`src/rtl/mac_pkg.sv`:
```
// Shared types and width helpers for the mac_pipe multiply-add/accumulate unit.
package mac_pkg;

   typedef enum logic [1:0] {
      MULADD = 2'd0,
      ACC    = 2'd1,
      LOAD   = 2'd2,
      RSVD   = 2'd3
   } mac_mode_t;

   localparam int unsigned MAC_SIZE_A        = 8;
   localparam int unsigned MAC_SIZE_B        = 8;
   localparam int unsigned MAC_SIZE_C        = 16;
   localparam int unsigned MAC_SIZE_DATA_OUT = 24;

   // Minimum result width that can hold any single A*B+C with its carry.
   function automatic int unsigned mac_sum_w(input int unsigned sa,
                                             input int unsigned sb,
                                             input int unsigned sc);
      return (((sa + sb) > sc) ? (sa + sb) : sc) + 1;
   endfunction

endpackage

```
`src/rtl/mac_stage2.sv`:
```
// Stage-2 datapath: adds the registered product to C or to the accumulator
// and decides whether the accumulator takes the truncated sum.
module mac_stage2
   import mac_pkg::*;
#(
   parameter int unsigned SIZE_P        = 16,
   parameter int unsigned SIZE_C        = 16,
   parameter int unsigned SIZE_DATA_OUT = 24
) (
   input  logic [SIZE_P-1:0]        prod_i,
   input  logic [SIZE_C-1:0]        c_i,
   input  mac_mode_t                mode_i,
   input  logic [SIZE_DATA_OUT-1:0] acc_i,
   output logic [SIZE_DATA_OUT:0]   sum_o,
   output logic                     acc_we_o,
   output logic [SIZE_DATA_OUT-1:0] acc_nxt_o
);

   logic [SIZE_DATA_OUT:0] addend;

   // RSVD falls through to the MULADD behaviour via the default arm.
   always_comb begin
      addend   = {{(SIZE_DATA_OUT + 1 - SIZE_C){1'b0}}, c_i};
      acc_we_o = 1'b0;
      unique case (mode_i)
         ACC: begin
            addend   = {1'b0, acc_i};
            acc_we_o = 1'b1;
         end
         LOAD:    acc_we_o = 1'b1;
         default: ;
      endcase
      sum_o     = {{(SIZE_DATA_OUT + 1 - SIZE_P){1'b0}}, prod_i} + addend;
      acc_nxt_o = sum_o[SIZE_DATA_OUT-1:0];
   end

endmodule

```
`src/rtl/mac_pipe.sv`:
```
// Two-stage pipelined multiply-add/accumulate with valid/ready flow control;
// a single enable stalls both stages while the output is held.
module mac_pipe
   import mac_pkg::*;
#(
   parameter int unsigned SIZE_A        = MAC_SIZE_A,
   parameter int unsigned SIZE_B        = MAC_SIZE_B,
   parameter int unsigned SIZE_C        = MAC_SIZE_C,
   parameter int unsigned SIZE_DATA_OUT = MAC_SIZE_DATA_OUT
) (
   input  logic                     clk,
   input  logic                     rst_n,
   input  logic                     in_valid,
   output logic                     in_ready,
   input  logic [SIZE_A-1:0]        A,
   input  logic [SIZE_B-1:0]        B,
   input  logic [SIZE_C-1:0]        C,
   input  logic [1:0]               mode,
   output logic                     out_valid,
   input  logic                     out_ready,
   output logic [SIZE_DATA_OUT-1:0] DATA_OUT,
   output logic                     overflow
);

   localparam int unsigned SIZE_P = SIZE_A + SIZE_B;

   if (SIZE_DATA_OUT < mac_sum_w(SIZE_A, SIZE_B, SIZE_C)) begin : g_size_chk
      $error("mac_pipe: SIZE_DATA_OUT too small for A*B+C plus carry");
   end

   logic                     en;
   logic                     s1_valid_q, s1_valid_d;
   logic [SIZE_P-1:0]        prod_q, prod_d;
   logic [SIZE_C-1:0]        c_q, c_d;
   mac_mode_t                mode_q, mode_d;
   logic                     out_valid_q, out_valid_d;
   logic [SIZE_DATA_OUT-1:0] data_q, data_d;
   logic                     ovf_q, ovf_d;
   logic [SIZE_DATA_OUT-1:0] acc_q, acc_d;
   logic [SIZE_DATA_OUT:0]   sum;
   logic                     acc_we;
   logic [SIZE_DATA_OUT-1:0] acc_nxt;

   mac_stage2 #(
      .SIZE_P        (SIZE_P),
      .SIZE_C        (SIZE_C),
      .SIZE_DATA_OUT (SIZE_DATA_OUT)
   ) u_stage2 (
      .prod_i    (prod_q),
      .c_i       (c_q),
      .mode_i    (mode_q),
      .acc_i     (acc_q),
      .sum_o     (sum),
      .acc_we_o  (acc_we),
      .acc_nxt_o (acc_nxt)
   );

   assign en        = !out_valid_q || out_ready;
   assign in_ready  = en;
   assign out_valid = out_valid_q;
   assign DATA_OUT  = data_q;
   assign overflow  = ovf_q;

   // Accumulator is written only as an op leaves stage 1, so back-to-back
   // ACC ops always see the previous op's result.
   always_comb begin
      s1_valid_d  = s1_valid_q;
      prod_d      = prod_q;
      c_d         = c_q;
      mode_d      = mode_q;
      out_valid_d = out_valid_q;
      data_d      = data_q;
      ovf_d       = ovf_q;
      acc_d       = acc_q;
      if (en) begin
         s1_valid_d = in_valid;
         if (in_valid) begin
            prod_d = {{SIZE_B{1'b0}}, A} * {{SIZE_A{1'b0}}, B};
            c_d    = C;
            mode_d = mac_mode_t'(mode);
         end
         out_valid_d = s1_valid_q;
         if (s1_valid_q) begin
            data_d = sum[SIZE_DATA_OUT-1:0];
            ovf_d  = sum[SIZE_DATA_OUT];
            if (acc_we) acc_d = acc_nxt;
         end
      end
   end

   always_ff @(posedge clk or negedge rst_n) begin
      if (!rst_n) begin
         s1_valid_q  <= 1'b0;
         prod_q      <= '0;
         c_q         <= '0;
         mode_q      <= MULADD;
         out_valid_q <= 1'b0;
         data_q      <= '0;
         ovf_q       <= 1'b0;
         acc_q       <= '0;
      end else begin
         s1_valid_q  <= s1_valid_d;
         prod_q      <= prod_d;
         c_q         <= c_d;
         mode_q      <= mode_d;
         out_valid_q <= out_valid_d;
         data_q      <= data_d;
         ovf_q       <= ovf_d;
         acc_q       <= acc_d;
      end
   end

endmodule

```
`config.mk`:
```
export PLATFORM = sky130hd
export DESIGN_NAME = mac_pipe
export DESIGN_NICKNAME = d
export VERILOG_FILES = /design/src/rtl/mac_pkg.sv /design/src/rtl/mac_stage2.sv /design/src/rtl/mac_pipe.sv
export SDC_FILE = /design/constraint.sdc
export NUM_CORES = 1
export LEC_CHECK = 0
export BUFFER_PORTS_ARGS = -buffer_cell sky130_fd_sc_hd__buf_2
export CORE_ASPECT_RATIO = 0.8
export CORE_UTILIZATION = 55
export CTS_CLUSTER_SIZE = 28
export DETAILED_ROUTE_END_ITERATION = 7
export PLACE_DENSITY = 0.75
export RECOVER_POWER = 25
export SLEW_MARGIN = 20
export SYNTH_ARGS = -nofsm -noshare
export SYNTH_HDL_FRONTEND = slang
export SYNTH_SLANG_ARGS = --single-unit
export TNS_END_PERCENT = 5
```
`constraint.sdc`:
```
create_clock -name clk -period 5.35 [get_ports clk]
set_input_delay 0.535 -clock clk [delete_from_list [all_inputs] [get_ports clk]]
set_output_delay 0.535 -clock clk [all_outputs]
set_load 0.03 [all_outputs]
```
==> results.toml, run 1 <==
[global_routing]
globalRouteTotalUtil_pct = 22.6
grt_max_degree = 86
first_global_vias = 4544
antenna_found_initial = 0
grt.overflow.total = 0
grt_pass1_wl_mm = 21.6

[detailed_routing]
via_per_inst = 5.40
routed_wl_mm = 13.0
drtIter0Drc = 227
drtPass1Iterations = 4
vias = 4684
detail_route.wl_per_cell_um = 15.0
drcViolationCount = 0
ant_nets = 0

[floorplan]
dieWidth_um = 124
initial_utilization_pct = 56.6
ioPinCount = 65
core_area_mm2 = 0.0115
fp-row-count = 35
die_h_um = 99.4
die_area_mm2 = 0.0123

[clock_network]
cts_resized = 0
postCtsHoldBufs = 0
h-tree-depth = 3
postCtsSetupRepairBufs = 0
clock_latency_ps = 340
numCtsBuffers = 9
clkSinkCount = 85
clk_path_buf_depth = 2
cts_tree = "done"
clk_pin_slew_ps = 60
cts-root-buf = "clkbuf_16"

[yosys]
ys_seq_area_share_pct = 32.6
synth_area_leaders = "dfrtp_1 (33%), fa_1 (11%), mux2_2 (10%)"
synth_top_area_share_pct = 32.6
synth_compound_area_share_pct = 10.4
synth-simple-area-share_pct = 15.6
synth_top_family_by_area = "adder cells"
postSynthAreaPerCell_um2 = 10.0
synthArstFlopShare_pct = 100
synthesis.area_mm2 = 0.00652
synth-adder-area-share_pct = 21.5
synth_xor_area_share_pct = 4.30
ys_seq_elements = 85
synth_nets = 779
synth-edff-count = 0
ys_types = 64
synthFlopType = "dfrtp_1"
syn_inst = 651
synth.mux.area_fraction_pct = 10.3
yosys_warnings = 0
yosysTopAreaCell = "dfrtp_1"

[place]
hpwlAfterDp_mm = 10.0
gp_congestion = 0.815
port_buffers = 64

[power_and_ir_drop]
power.density_mw_per_mm2 = 513
p_leak_nw = 3.53
vdd_drop_max_mv = 0.307
power_mw = 3.74

[sta]
worst_slew_pin_slew_ps = 3810
relSlewSlack_pct = -154
tns_ps = 0
maxSlewViolCount = 86
skew_ps = 4.58
setup_violations = 0
fin_crit_ps = 4550
max_freq_mhz = 220
fin_crit_sh_pct = 85.1
whs_ps = 421
rsz0062_at_grt = "false"
hold_violations = 0

[critical_path]
startpoint_type = "input port"
path_max_fanout = 8
endpoint_kind = "flip-flop"
required_ps = 5560
cp.arrival_ps = 4760
crit_type = "input port to flip-flop"

[worst_hold_path]
min_path_type = "input port to flip-flop"

[status]
status = "complete, but fails checks"
violations = "max-capacitance violations, max-slew violations"

[finish]
layout-drive-gt1-share_pct = 21.8
antennaDiodeCount = 0
fillers = 939
area_delta_synth_final_pct = 11.8
layout_common_cells = "nand2_1 (87), dfrtp_1 (85), buf_2 (63)"
final_common_cell = "nand2_1"
nets = 842

[job]
max_cap_violations = 1
synth_stat cells (2+ instances only):
cell type	count
nor2b_1	3
and3_1	3
a211o_1	3
nand2b_1	4
a21o_2	3
clkbuf_1	11
o21ai_0	37
nand3_1	12
o21bai_1	2
xnor2_1	18
o211ai_1	3
ha_1	53
a211oi_1	4
fa_1	37
and2_1	54
xor2_1	14
a21o_1	8
or3_1	5
mux2_2	59
nor3_1	4
a21oi_1	24
nand2_1	87
inv_1	60
nor2_1	15
dfrtp_1	85
o21a_1	4
nand4_1	2
layer usage:
layer	share of wire, %	wire length (um)	GRT usage, %	vias up
met5	0	0	0	-
met3	3.4	439	4.13	9
met1	52	6780	34.3	2290
met2	44	5660	33.6	68
li1	-	-	-	2317
met4	0.73	95	4.73	0
worst max-delay path, cell delays in order:
cell,delay [ps]
buf_2,140
and2_1,180
fa_1,510
fa_1,520
fa_1,550
inv_1,60
fa_1,530
inv_1,40
ha_1,350
o21a_1,210
o21a_1,190
nor2_1,150
a211oi_1,90
o41ai_1,460
xnor2_1,160
o21ai_0,80
path summary, 6_finish.rpt:
check	slack (ps)	endpoint	depth (start not counted)	startpoint
max	800	prod_q[15]	16	B[7]
min	420	c_q[15]	2	C[15]
max reg2reg	1510	acc_q[21]	11	mode_q[1]
min reg2reg	470	out_valid	2	s1_valid_q
max in group asynchronous	1490	acc_q[1]	1	rst_n
min in group asynchronous	1730	DATA_OUT[22]	1	rst_n
layout make-up:
class                      count  area [um2]  share of cell area (%)
multi-input combinational    489        4050                    55.6
sequential                    85        2130                    29.2
timing repair buffer          69         363                    4.97
clock buffer                  10         229                    3.14
inverter                      60         225                    3.09
tap                          148         185                    2.54
clock inverter                 6         111                    1.53
state kept, by name, summed over array words and instances (netlist names):
signal	cells
prod_q	16
mode_q	2
acc_q	24
overflow	1
DATA_OUT	24
s1_valid_q	1
c_q	16
out_valid	1
per-stage QoR:
step	util [%]	area (um2)	setup WS, ps	instances
6_report	63.3	7290	798	867
3_3_place_gp	60.4	6950	561	851
5_1_grt	63.3	7290	589	867
2_1_floorplan	-	6520	863	651
3_5_place_dp	60.4	6950	479	851
4_1_cts	63.3	7290	823	867
power breakdown:
part	internal (mW)	leakage (nW)	switching, mW	total [mW]
Combinational	0.852	2.33	1.16	2.01
Clock	0.456	0.163	0.250	0.706
Sequential	0.883	1.04	0.140	1.02
Total	2.19	3.53	1.55	3.74
kinds of logic (layout without fill, tap and decap cells):
group | Yosys count | in the layout
DFF | 85 | 85
muxes | 60 | 60
buffers and inverters | 77 | 145
AOI/OAI and AO/OA | 105 | 105
and+or+nand+nor | 202 | 202
adders and majority gates | 90 | 90
xor gates and xnor gates | 32 | 32
Note: power is estimated with default switching activity, not from simulation.
==> run 2, diff against run 1 <==
--- a/config.mk
+++ b/config.mk
@@ -6,11 +6,13 @@
 export NUM_CORES = 1
 export LEC_CHECK = 0
 export BUFFER_PORTS_ARGS = -buffer_cell sky130_fd_sc_hd__buf_2
+export CELL_PAD_IN_SITES_DETAIL_PLACEMENT = 0
+export CELL_PAD_IN_SITES_GLOBAL_PLACEMENT = 1
 export CORE_ASPECT_RATIO = 0.8
-export CORE_UTILIZATION = 55
+export CORE_UTILIZATION = 51
 export CTS_CLUSTER_SIZE = 28
 export DETAILED_ROUTE_END_ITERATION = 7
-export PLACE_DENSITY = 0.75
+export PLACE_DENSITY_LB_ADDON = 0.1
 export RECOVER_POWER = 25
 export SLEW_MARGIN = 20
 export SYNTH_ARGS = -nofsm -noshare
==> run 2 against run 1 <==
- the run still ends with max-capacitance violations, max-slew violations left
- register-to-register slack better by 50 ps
- critical path depth down 1
- fmax up 0.29%
- wire length up 3.8%
- critical endpoint is now prod_q[14]
==> results.toml, run 2 (synthesis gave the netlist of run 1 again) <==
[status]
status = "complete, but fails checks"
violations = "max-capacitance violations, max-slew violations"

[worst_hold_path]
hp-start = "C[1]"
min_path_type = "input port to flip-flop"

[power_and_ir_drop]
power.density_mw_per_mm2 = 505
p_leak_nw = 3.51
vdd_drop_max_mv = 0.311
power_mw = 3.68

[critical_path]
startpoint_type = "input port"
cp.arrival_ps = 4740
r2r-start = "mode_q[1]"
worst-path-buf-inv = 3
required_ps = 5550
endpoint_kind = "flip-flop"
crit_family = "adder cells"
crit_start = "A[2]"
slowest_delay_ps = 540
crit_type = "input port to flip-flop"
path_max_fanout = 8
cpMostUsedCell = "fa_1"
cpMaxStageDelayCell = "fa_1"
reg2reg_slack_ps = 1560
path_cells = "buf_2 -> and2_1 -> fa_1 -> fa_1 -> fa_1 -> inv_1 -> fa_1 -> inv_1 -> ha_1 -> a211o_1 -> a311oi_1 -> o221ai_1 -> a21oi_1 -> xor2_1 -> o21ai_0"

[global_routing]
busiest_layer = "met2"
first_global_vias = 4605
globalRouteMet1Util_pct = 33.0
antenna_found_initial = 0
use_met2_pct = 34.2
globalRouteTotalUtil_pct = 22.3
grt_max_degree = 86
use_met3_pct = 4.26
grt_pass1_wl_mm = 22.9
grt.overflow.total = 0

[place]
pre_cts_ws_ps = 476
dp_cells = 873
hpwlAfterDp_mm = 10.4
gp_congestion = 0.843
port_buffers = 64

[sta]
maxSlewViolCount = 86
rsz0062_at_grt = "false"
max_freq_mhz = 220
relSlewSlack_pct = -159
fin_crit_sh_pct = 84.8
setup_violations = 0
whs_ps = 423
setup_ws_ps = 811
hold_violations = 0
worst_slew_pin_slew_ps = 3890
fin_crit_ps = 4540
tns_ps = 0
skew_ps = 5.15

[floorplan]
die_area_mm2 = 0.0133
dieWidth_um = 128
ioPinCount = 65
initial_utilization_pct = 52.9
fp-row-count = 36
core_area_mm2 = 0.0123
die_h_um = 103

[finish]
antennaDiodeCount = 0
area_delta_synth_final_pct = 11.7
layout-drive-gt1-share_pct = 21.9
instances_no_fill = 889
nets = 841
final_common_cell = "nand2_1"
layout_common_cells = "nand2_1 (87), dfrtp_1 (85), buf_2 (63)"

[clock_network]
postCtsHoldBufs = 0
clk_path_buf_depth = 2
clock_latency_ps = 340
cts_tree = "done"
cts_resized = 0
numCtsBuffers = 9
clkSinkCount = 85
clk_pin_slew_ps = 60
h-tree-depth = 3
cts-root-buf = "clkbuf_16"
postCtsSetupRepairBufs = 0

[detailed_routing]
detail_route.wl_per_cell_um = 15.1
routed_wl_mm = 13.5
via_per_inst = 5.28
drtPass1Iterations = 4
drcViolationCount = 0
drtIter0Drc = 223
vias = 4696
ant_nets = 0

[job]
max_cap_violations = 1
[run 2: layout make-up]
cell class,count,area (um2)
Clock buffer,11,253
Fill cell,1143,5050
Inverter,60,225
Tap cell,171,214
Clock inverter,5,58.8
Timing Repair Buffer,68,355
Sequential cell,85,2130
Multi-Input combinational cell,489,4050
[run 2: routing by layer]
metal / routed length, um / share of wire, % / vias to the layer above
met3: 516 / 3.8 / 7
met4: 67 / 0.50 / 0
met2: 5870 / 44 / 72
li1: - / - / 2325
met1: 7020 / 52 / 2292
met5: 0 / 0 / -
[run 2: path summary, 6_finish.rpt]
| check | cells past startpoint | end |
|---|---|---|
| worst min register to register | 2 | acc_q[4] |
| worst max register to register | 11 | acc_q[21] |
| min in group asynchronous | 1 | DATA_OUT[19] |
| worst max-delay path | 15 | prod_q[14] |
| worst min-delay path | 2 | c_q[1] |
| max in group asynchronous | 1 | prod_q[6] |
[run 2: through the flow]
step / cell area (um2) / utilization (%)
global placement: 6970 / 56.5
CTS: 7280 / 59.0
global route: 7290 / 59.0
floorplan: 6520 / -
detailed placement: 6970 / 56.5
finish: 7290 / 59.0
[run 2: where the power goes]
part	internal, mW	total [mW]	switching (mW)
Combinational	0.851	2.01	1.16
Clock	0.387	0.639	0.252
Sequential	0.883	1.02	0.140
==> run 3, diff against run 2 <==
--- a/config.mk
+++ b/config.mk
@@ -5,11 +5,12 @@
 export SDC_FILE = /design/constraint.sdc
 export NUM_CORES = 1
 export LEC_CHECK = 0
+export ABC_AREA = 1
 export BUFFER_PORTS_ARGS = -buffer_cell sky130_fd_sc_hd__buf_2
 export CELL_PAD_IN_SITES_DETAIL_PLACEMENT = 0
 export CELL_PAD_IN_SITES_GLOBAL_PLACEMENT = 1
 export CORE_ASPECT_RATIO = 0.8
-export CORE_UTILIZATION = 51
+export CORE_UTILIZATION = 40
 export CTS_CLUSTER_SIZE = 28
 export DETAILED_ROUTE_END_ITERATION = 7
 export PLACE_DENSITY_LB_ADDON = 0.1
==> constraint.sdc (replaced) <==
create_clock -name clk -period 3.8 [get_ports clk]
set_input_delay 0.38 -clock clk [delete_from_list [all_inputs] [get_ports clk]]
set_output_delay 0.38 -clock clk [all_outputs]
set_load 0.03 [all_outputs]
==> run 3 against run 2 <==
- critical endpoint is now prod_q[11]
- area after synthesis up 8.8%
- register-to-register slack worse by 770 ps
- worst setup slack worse by 610 ps
- synthesized cell count grew 57%
- clock skew about the same
- utilization fell by 11 points
- the run still ends with max-capacitance violations, max-slew violations left
- clock power up 42%
- global-route usage fell by 0.68 points
- final area increased by 14%
- highest routed layer unchanged
- die area rose by 38%
- cell count rose by 50%
==> results.toml, run 3 <==
[power_and_ir_drop]
p_clk_share_pct = 17.0
comb_power_share_pct = 58.2
swShare_pct = 46.3
vdd_drop_max_mv = 0.278
power.net_switching_mw = 2.48
power.density_mw_per_mm2 = 645
seq_power_share_pct = 24.8
p_leak_nw = 4.94
internal_power_mw = 2.88

[sta]
max_freq_mhz = 278
fin_crit_sh_pct = 94.6
skew_ps = 4.92
tns_ps = 0
setup_violations = 0
maxSlewViolCount = 71
hold_violations = 0
fin_crit_ps = 3600
relSlewSlack_pct = -17.5
worst_slew_pin_slew_ps = 1760
rsz0062_at_grt = "true"

[floorplan]
fp-row-count = 43
initial_utilization_pct = 40.9
ioPinCount = 65
die_area_mm2 = 0.0183
die_h_um = 121
core_area_mm2 = 0.0174
dieWidth_um = 151

[critical_path]
endpoint_kind = "flip-flop"
crit_family = "adder cells"
cpMostUsedCell = "fa_1"
r2r_end = "DATA_OUT[19]"
cp.arrival_ps = 3830
r2r-start = "mode_q[1]"
crit_type = "input port to flip-flop"
path_max_fanout = 5
path_cells = "clkbuf_4 -> nand2_1 -> inv_1 -> fa_1 -> fa_1 -> fa_1 -> inv_1 -> fa_1 -> inv_1 -> ha_4 -> a21oi_2 -> o21ai_2 -> buf_4 -> nor3_1 -> nand3b_1 -> nand2_1"
worst-path-buf-inv = 5
required_ps = 4040
cpMaxStageDelayCell = "fa_1"
reg2reg_slack_ps = 790
startpoint_type = "input port"
slowest_delay_ps = 540
rr_worst_depth = 14

[global_routing]
grt_pass1_wl_mm = 30.4
globalRouteTotalUtil_pct = 21.7
grt.overflow.total = 0
grt_max_degree = 71
first_global_vias = 5923
antenna_found_initial = 0

[worst_hold_path]
min_to = "c_q[2]"
min_path_type = "input port to flip-flop"
hp-start = "C[2]"
holdPathStages = 3

[place]
gp_congestion = 0.813
dp_cells = 1320
hpwlAfterDp_mm = 14.7
port_buffers = 64

[yosys]
synth-edff-count = 0
synth.most_common_cell = "nand2_1"
ys_seq_area_share_pct = 30.0
synth_top_area_share_pct = 30.0
synth_nets = 1150
synthesis.area_mm2 = 0.00710
yosys_warnings = 0
ys_seq_elements = 85
ys_top_cells_by_count = "nand2_1 (370), inv_1 (198), dfrtp_1 (85)"
ys_types = 28
synthFlopType = "dfrtp_1"
yosysTopAreaCell = "dfrtp_1"
syn_inst = 1022
synthArstFlopShare_pct = 100
synth_area_leaders = "dfrtp_1 (30%), nand2_1 (20%), inv_1 (10%)"
postSynthAreaPerCell_um2 = 6.95

[finish]
layout-drive-gt1-share_pct = 13.7
final_common_cell = "nand2_1"
nets = 1234
antennaDiodeCount = 0
instances_no_fill = 1336
area_delta_synth_final_pct = 17.1
layout_common_cells = "nand2_1 (367), inv_1 (198), dfrtp_1 (85)"
fillers = 1863

[clock_network]
cts_tree = "done"
clk_pin_slew_ps = 60
clock_latency_ps = 350
cts-root-buf = "clkbuf_16"
postCtsHoldBufs = 0
h-tree-depth = 3
clk_path_buf_depth = 2
numCtsBuffers = 9
clkSinkCount = 85

[detailed_routing]
drcViolationCount = 0
routed_wl_mm = 18.1
via_per_inst = 4.64
ant_nets = 0
vias = 6203
drtPass1Iterations = 5
detail_route.wl_per_cell_um = 13.6
drtIter0Drc = 367

[status]
violations = "max-capacitance violations, max-slew violations"
status = "complete, but fails checks"

[job]
max_cap_violations = 1
run 3: what timing repair did:
action / CTS / global route
endpoints found under the setup margin: 0 / 8
buffers inserted: 0 / 0
gates resized for setup: 0 / 21
run 3: power by group through the flow:
stage | sequential (mW) | clock [mW] | combinational [mW]
global placement | 1.34 | 0 | 3.06
finish | 1.33 | 0.910 | 3.12
global route | 1.36 | 0.959 | 3.55
CTS | 1.33 | 0.929 | 3.08
floorplan | 1.48 | 0 | 2.00
detailed placement | 1.35 | 0 | 3.05
run 3: cell families after synthesis:
logic type               Yosys count  synth area share, %
AND/OR/NAND/NOR                  509                 29.3
buffers and inverters            237                 12.8
adder cells (fa/ha/maj)           90                 19.8
AO/OA/AOI/OAI                     86                 6.22
flip-flops                        85                 30.0
XOR/XNOR                          15                 1.96
run 3: layer usage:
layer	GRT usage, %	share of wire (%)	vias to the layer above
met2	27.7	36	104
li1	-	-	3260
met1	37.1	59	2828
met4	3.31	0.55	0
met3	3.35	4.0	11
met5	0	0	-
run 3: worst max path at each step:
stage / startpoint / to / depth (start not counted)
floorplan: B[5] / prod_q[13] / 17
global placement: A[1] / prod_q[9] / 15
detailed placement: A[2] / prod_q[14] / 17
CTS: A[2] / prod_q[14] / 19
global route: A[4] / prod_q[14] / 19
finish: A[1] / prod_q[11] / 16
run 3: layout make-up:
class	instances	area (um2)	area share, %
clock buffers	11	243	2.92
clock inverters	5	60.1	0.722
inverters	201	754	9.07
multi-input cells	700	4170	50.2
flip-flops and latches	85	2130	25.6
well taps	225	282	3.39
repair buffers	109	676	8.13
run 3: worst register-to-register path, stage by stage (launching register included):
cell	delay (ps)
dfrtp_1	360
inv_1	150
ha_1	380
buf_4	300
o21ai_0	230
ha_1	430
nand2_1	160
nor2_4	140
inv_1	50
nor2_1	160
nand3_1	150
nand3_1	110
nand2_1	70
nand3_1	130
nand2_1	70
run 3: stage by stage:
step / hold slack, ps / setup WS (ps) / util (%) / power (mW) / area (um2)
5_1_grt: 240 / -18.8 / 47.9 / 5.87 / 8320
3_5_place_dp: 460 / -264 / 45.7 / 4.40 / 7940
4_1_cts: 193 / 95.0 / 47.4 / 5.34 / 8240
3_3_place_gp: 451 / -240 / 45.7 / 4.41 / 7940
2_1_floorplan: 84.4 / -5.45 / - / 3.48 / 7170
6_report: 221 / 205 / 47.9 / 5.36 / 8320
